<file path="src/rtl/serial_adder_ctrl.sv">
// rtl/serial_adder_ctrl.sv - bit-serial WIDTH-bit adder controller around a one-bit full-add slice
//
// Purpose: captures two operands and a carry-in on start, adds them LSB-first
// one bit per cycle through a single full-add slice with a registered carry,
// then presents the parallel sum and carry-out with a one-cycle done pulse.
//
// Ports:
//   clk    - rising-edge clock
//   rst    - synchronous active-high reset
//   start  - begin an addition (ignored while busy)
//   a, b   - WIDTH-bit operands captured on accepted start
//   c_in   - carry-in captured on accepted start
//   busy   - high while bits are being shifted through the slice
//   done   - one-cycle pulse when sum/c_out are freshly valid
//   sum    - registered result, held until the next result
//   c_out  - registered carry-out, held with sum
//   ovf    - signed overflow flag (only when SERIAL_ADDER_OVF_EN is defined)
//
// Optional feature macro: SERIAL_ADDER_OVF_EN

module serial_adder_ctrl #(
  parameter int WIDTH = 8
) (
  input  logic             clk,
  input  logic             rst,
  input  logic             start,
  input  logic [WIDTH-1:0] a,
  input  logic [WIDTH-1:0] b,
  input  logic             c_in,
  output logic             busy,
  output logic             done,
  output logic [WIDTH-1:0] sum,
  output logic             c_out
`ifdef SERIAL_ADDER_OVF_EN
  ,
  output logic             ovf
`endif
);

  localparam int CW = $clog2(WIDTH) + 1;
  localparam logic [CW-1:0] LAST_BIT = CW'(WIDTH - 1);

  typedef enum logic [1:0] {
    IDLE  = 2'd0,
    SHIFT = 2'd1,
    DONE  = 2'd2
  } state_t;

  state_t           state_q, state_d;
  logic [WIDTH-1:0] a_q, a_d;
  logic [WIDTH-1:0] b_q, b_d;
  logic [WIDTH-1:0] p_q, p_d;
  logic             cy_q, cy_d;
  logic [CW-1:0]    cnt_q, cnt_d;
  logic [WIDTH-1:0] sum_q, sum_d;
  logic             c_out_q, c_out_d;
`ifdef SERIAL_ADDER_OVF_EN
  logic             ovf_q, ovf_d;
`endif

  // One-bit full-add slice fed from the operand LSBs and the carry register.
  logic             slice_s;
  logic             slice_co;
  logic [WIDTH-1:0] p_shifted;

  assign slice_s  = a_q[0] ^ b_q[0] ^ cy_q;
  assign slice_co = (a_q[0] & b_q[0]) | (a_q[0] & cy_q) | (b_q[0] & cy_q);

  // Partial sum fills from the top so that after WIDTH shifts bit 0 of the
  // result sits in P[0].
  assign p_shifted = (p_q >> 1) | (WIDTH'(slice_s) << (WIDTH - 1));

  always_ff @(posedge clk) begin
    if (rst) begin
      state_q <= IDLE;
      a_q     <= '0;
      b_q     <= '0;
      p_q     <= '0;
      cy_q    <= 1'b0;
      cnt_q   <= '0;
      sum_q   <= '0;
      c_out_q <= 1'b0;
`ifdef SERIAL_ADDER_OVF_EN
      ovf_q   <= 1'b0;
`endif
    end else begin
      state_q <= state_d;
      a_q     <= a_d;
      b_q     <= b_d;
      p_q     <= p_d;
      cy_q    <= cy_d;
      cnt_q   <= cnt_d;
      sum_q   <= sum_d;
      c_out_q <= c_out_d;
`ifdef SERIAL_ADDER_OVF_EN
      ovf_q   <= ovf_d;
`endif
    end
  end

  always_comb begin
    state_d = state_q;
    a_d     = a_q;
    b_d     = b_q;
    p_d     = p_q;
    cy_d    = cy_q;
    cnt_d   = cnt_q;
    sum_d   = sum_q;
    c_out_d = c_out_q;
`ifdef SERIAL_ADDER_OVF_EN
    ovf_d   = ovf_q;
`endif

    case (state_q)
      IDLE, DONE: begin
        // A start seen in DONE is accepted immediately for back-to-back use.
        if (start) begin
          state_d = SHIFT;
          a_d     = a;
          b_d     = b;
          cy_d    = c_in;
          cnt_d   = '0;
        end else begin
          state_d = IDLE;
        end
      end

      SHIFT: begin
        p_d   = p_shifted;
        a_d   = a_q >> 1;
        b_d   = b_q >> 1;
        cy_d  = slice_co;
        cnt_d = cnt_q + 1'b1;
        if (cnt_q == LAST_BIT) begin
          state_d = DONE;
          sum_d   = p_shifted;
          c_out_d = slice_co;
`ifdef SERIAL_ADDER_OVF_EN
          // Carry into the MSB differs from carry out of the MSB.
          ovf_d   = cy_q ^ slice_co;
`endif
        end
      end

      default: begin
        state_d = IDLE;
      end
    endcase
  end

  assign busy  = (state_q == SHIFT);
  assign done  = (state_q == DONE);
  assign sum   = sum_q;
  assign c_out = c_out_q;
`ifdef SERIAL_ADDER_OVF_EN
  assign ovf   = ovf_q;
`endif

endmodule

</file>
<file path="config.mk">
export PLATFORM = sky130hd
export DESIGN_NAME = serial_adder_ctrl
export DESIGN_NICKNAME = d
export VERILOG_FILES = /design/src/rtl/serial_adder_ctrl.sv
export SDC_FILE = /design/constraint.sdc
export NUM_CORES = 1
export LEC_CHECK = 0
export CORE_ASPECT_RATIO = 0.9
export CORE_MARGIN = 8
export CORE_UTILIZATION = 51
export DETAILED_ROUTE_END_ITERATION = 10
export GPL_TIMING_DRIVEN = 0
export PLACE_DENSITY = 0.78
export SYNTH_ARGS = -nofsm -noshare
export SYNTH_HDL_FRONTEND = slang
export SYNTH_SLANG_ARGS = --single-unit
</file>
<file path="constraint.sdc">
create_clock -name clk -period 1.35 [get_ports clk]
set_input_delay 0.135 -clock clk [delete_from_list [all_inputs] [get_ports clk]]
set_output_delay 0.135 -clock clk [all_outputs]
set_load 0.02 [all_outputs]
</file>
==> impl_results.md <==
- First-pass GRT wire length: ~6400 microns
- I/O Pins: 31
- Final Max Tran Viols: 0
- Crit path launch type: flop
- CP max FO: 5
- Clock Skew: around 0.011 ns
- Root Driver: clkbuf_4
- Total design power: 2.39 mW
- P_leak: ~0.85 nW
- H-tree Lvls: 2
- DR pass1 iterations: 4
- Worst IR Drop VDD: roughly 0.80 mV
- # DRC: 0
- All-Layer GR Usage: 14.4%
- Starting Density: 54.0%
- Cell mode on critical path: buf_6
- Reg2Reg Depth: 8
- Area of the mapped netlist: around 0.0017 sq mm
- Global route total overflow: 0
- Number of max-cap violations: 0
- DRT antenna net count: 0
- Tcrit/Tclk final: 107%
- Syn Nets: 201
- CTS max path bufs: 2
- Status: finished with violations
- Largest net degree at the start of global routing: 14
- Critical path class: flop to primary output
- Placed Cells: ~250
- Final hold vios: 0
- Multi-input logic area: 853 sq um
- Vias post-DR: between 1000 and 1500
- RSZ-0062 raised after global routing: true
- Critical path, cell by cell: nand2b_4 -> buf_6 -> inv_4 -> buf_12 -> buf_8 -> buf_6
- DRT iter0 DRCs: between 90 and 100
- Synthesis-to-finish area growth: 36.2%
- Total CTS buffers: 5
- FF+latch count, synth: 39
- Number of global-route vias before repair: between 1000 and 1500
- Worst setup path endpoint: busy
- DP Worst Slack: -0.363 ns
- Commonest non-fill, non-tap cells in the layout: dfxtp_1, a21oi_1, nand2b_1
- Final WL: around 4000 microns
- Crit. End Element: primary output
- Nets@finish: around 240
- Clock transition at path regs: about 0.12 ns
- DR WL/cell: 15.2 microns
- Register area: slightly below 800 sq um
- Avg Inst Size Synth: a little over 9 sq um
- Worst r2r src: state_q[1]
- Initial antenna violation count: 0
- Row cnt: 19
- Share of layout cells above drive strength 1: 22.5%
- Worst path max stage delay: 0.35 ns
- CTS tree: done
- Reg2Reg Setup Slack: -0.04 ns
- Core area: 0.00309 sq mm
- DR vias/cell: 5.54
- Max Freq: roughly 700 MHz
- Worst Tran Pin Value: approximately 0.44 ns
- Worst Setup SP: state_q[1]
- Reg2reg end: a_q[3]
- Worst EP arrival: approximately 1.3 ns
- Sink Count: 39
- # fillers: 236
- Die Y-Extent: between 70 and 80 microns
- Final GP Congestion: around 0.73
- Slowest cell on crit path: dfxtp_2
- Worst EP required: between 1 and 1.5 ns
- # diodes: 0
- Crit path time final: 1.44 ns
- Die area: ~0.0054 sq mm
- Final core occ: between 70% and 80%
- Violated checks: setup timing
- Finished Layout Cells: roughly 260
- Seq/Total Area, Yosys: a little under half
- Post-Syn Instances: around 180
- Final setup viols: 8
- Pwr dens: approximately 1100 mW/mm^2
- Die Wd: ~76 microns
- PnR worst setup slack: -0.0897 ns
- DPL Wire Length: between 2000 and 3000 microns
- Port bufs: 30
- Hold WC Path Type: primary input to flop
- Most common cell after layout, fill and taps aside: dfxtp_1
- Yosys synthesis warning count: 0
- Slew HR: 70.9%
- Synth unique cells: 24
- Clock latency on the worst-skew pair: roughly 0.35 ns
-- worst max-delay path: cells and delay by family, from the launching register on --
kind / cells / cell delay, ns
buf+inv: 5 / 0.51
simple gates: 1 / 0.12
flops: 1 / 0.35
-- cell usage after synthesis --
cell | instances | area (sq um)
mux2_4 | 2 | 30.0
nand2b_1 | 21 | 131
mux2i_1 | 9 | 90.1
clkbuf_1 | 6 | 22.5
a22oi_1 | 15 | 113
nor2_1 | 2 | 7.51
fa_1 | 1 | 20.0
a211oi_1 | 1 | 7.51
ha_1 | 1 | 12.5
dfxtp_1 | 39 | 781
buf_8 | 1 | 15.0
nor2b_1 | 2 | 12.5
a21oi_1 | 28 | 140
nand2_1 | 17 | 63.8
nand3b_1 | 1 | 7.51
nand3_1 | 19 | 95.1
buf_2 | 5 | 25.0
and2b_1 | 1 | 7.51
buf_4 | 1 | 7.51
and4b_1 | 1 | 10.0
nor3b_1 | 1 | 7.51
buf_6 | 3 | 33.8
nand4_4 | 1 | 21.3
inv_4 | 1 | 6.26
-- kinds of logic after synthesis --
family | count (synthesis) | synth area share, %
muxes | 11 | 7.20
AOI/OAI and AO/OA | 44 | 15.6
buffers and inverters | 17 | 6.60
adders and majority gates | 2 | 1.95
DFF | 39 | 46.8
and+or+nand+nor | 66 | 21.8
-- flip-flops by register name, indices dropped and copies added, names as in the netlist --
register / count
a_q: 8
cnt_q: 4
cy_q: 1
c_out: 1
b_q: 8
p_q: 7
state_q: 2
sum: 8
-- final cells by class --
class | count | share of cell area (%)
buffer | 15 | 5.62
clock inverter | 3 | 1.93
clock buffer | 5 | 1.65
multi-input combinational | 123 | 37.6
tap | 42 | 2.31
inverter | 1 | 0.275
sequential | 39 | 34.6
timing repair buffer | 36 | 16.1
-- layer usage --
metal	routed length (microns)	track usage (%)
met1	1690	14.8
met2	2110	26.7
met3	174	4.35
met4	42	5.76
met5	0	0
-- repair_timing --
| item | CTS | global route |
|---|---|---|
| hold buffers | 0 | 0 |
| setup endpoints to repair | 13 | 32 |
| cloned | 0 | 1 |
| gates resized for setup | 20 | 31 |
| pin swaps | 0 | 13 |
| buffers inserted | 0 | 5 |
-- how the worst min path moves through the flow --
stage	start	end	slack [ns]	cells after the start
finish	a[7]	a_q[7]	0.34	3
global route	b[7]	b_q[7]	0.34	3
CTS	a[7]	a_q[7]	0.33	3
detailed placement	p_q[1]	p_q[1]	0.45	2
global placement	p_q[1]	p_q[1]	0.45	2
floorplan	a[7]	a_q[7]	0.27	2
-- power breakdown --
group / leakage (nW) / internal, mW / switching (mW)
logic: 0.483 / 0.200 / 0.179
clock network: 0.0452 / 0.390 / 0.392
registers: 0.319 / 1.20 / 0.0354
total: 0.847 / 1.79 / 0.607
-- stage by stage --
| step | TNS (ns) | hold slack (ns) | area, sq um |
|---|---|---|---|
| final | -0.265 | 0.340 | 2270 |
| after global routing | -0.764 | 0.342 | 2270 |
| after CTS | -0.208 | 0.333 | 2100 |
| after detailed placement | -6.65 | 0.450 | 2020 |
| after global placement | -5.74 | 0.445 | 2020 |
| after floorplan | 0 | 0.271 | 1670 |
No activity file was read; power rests on OpenSTA's default activity.
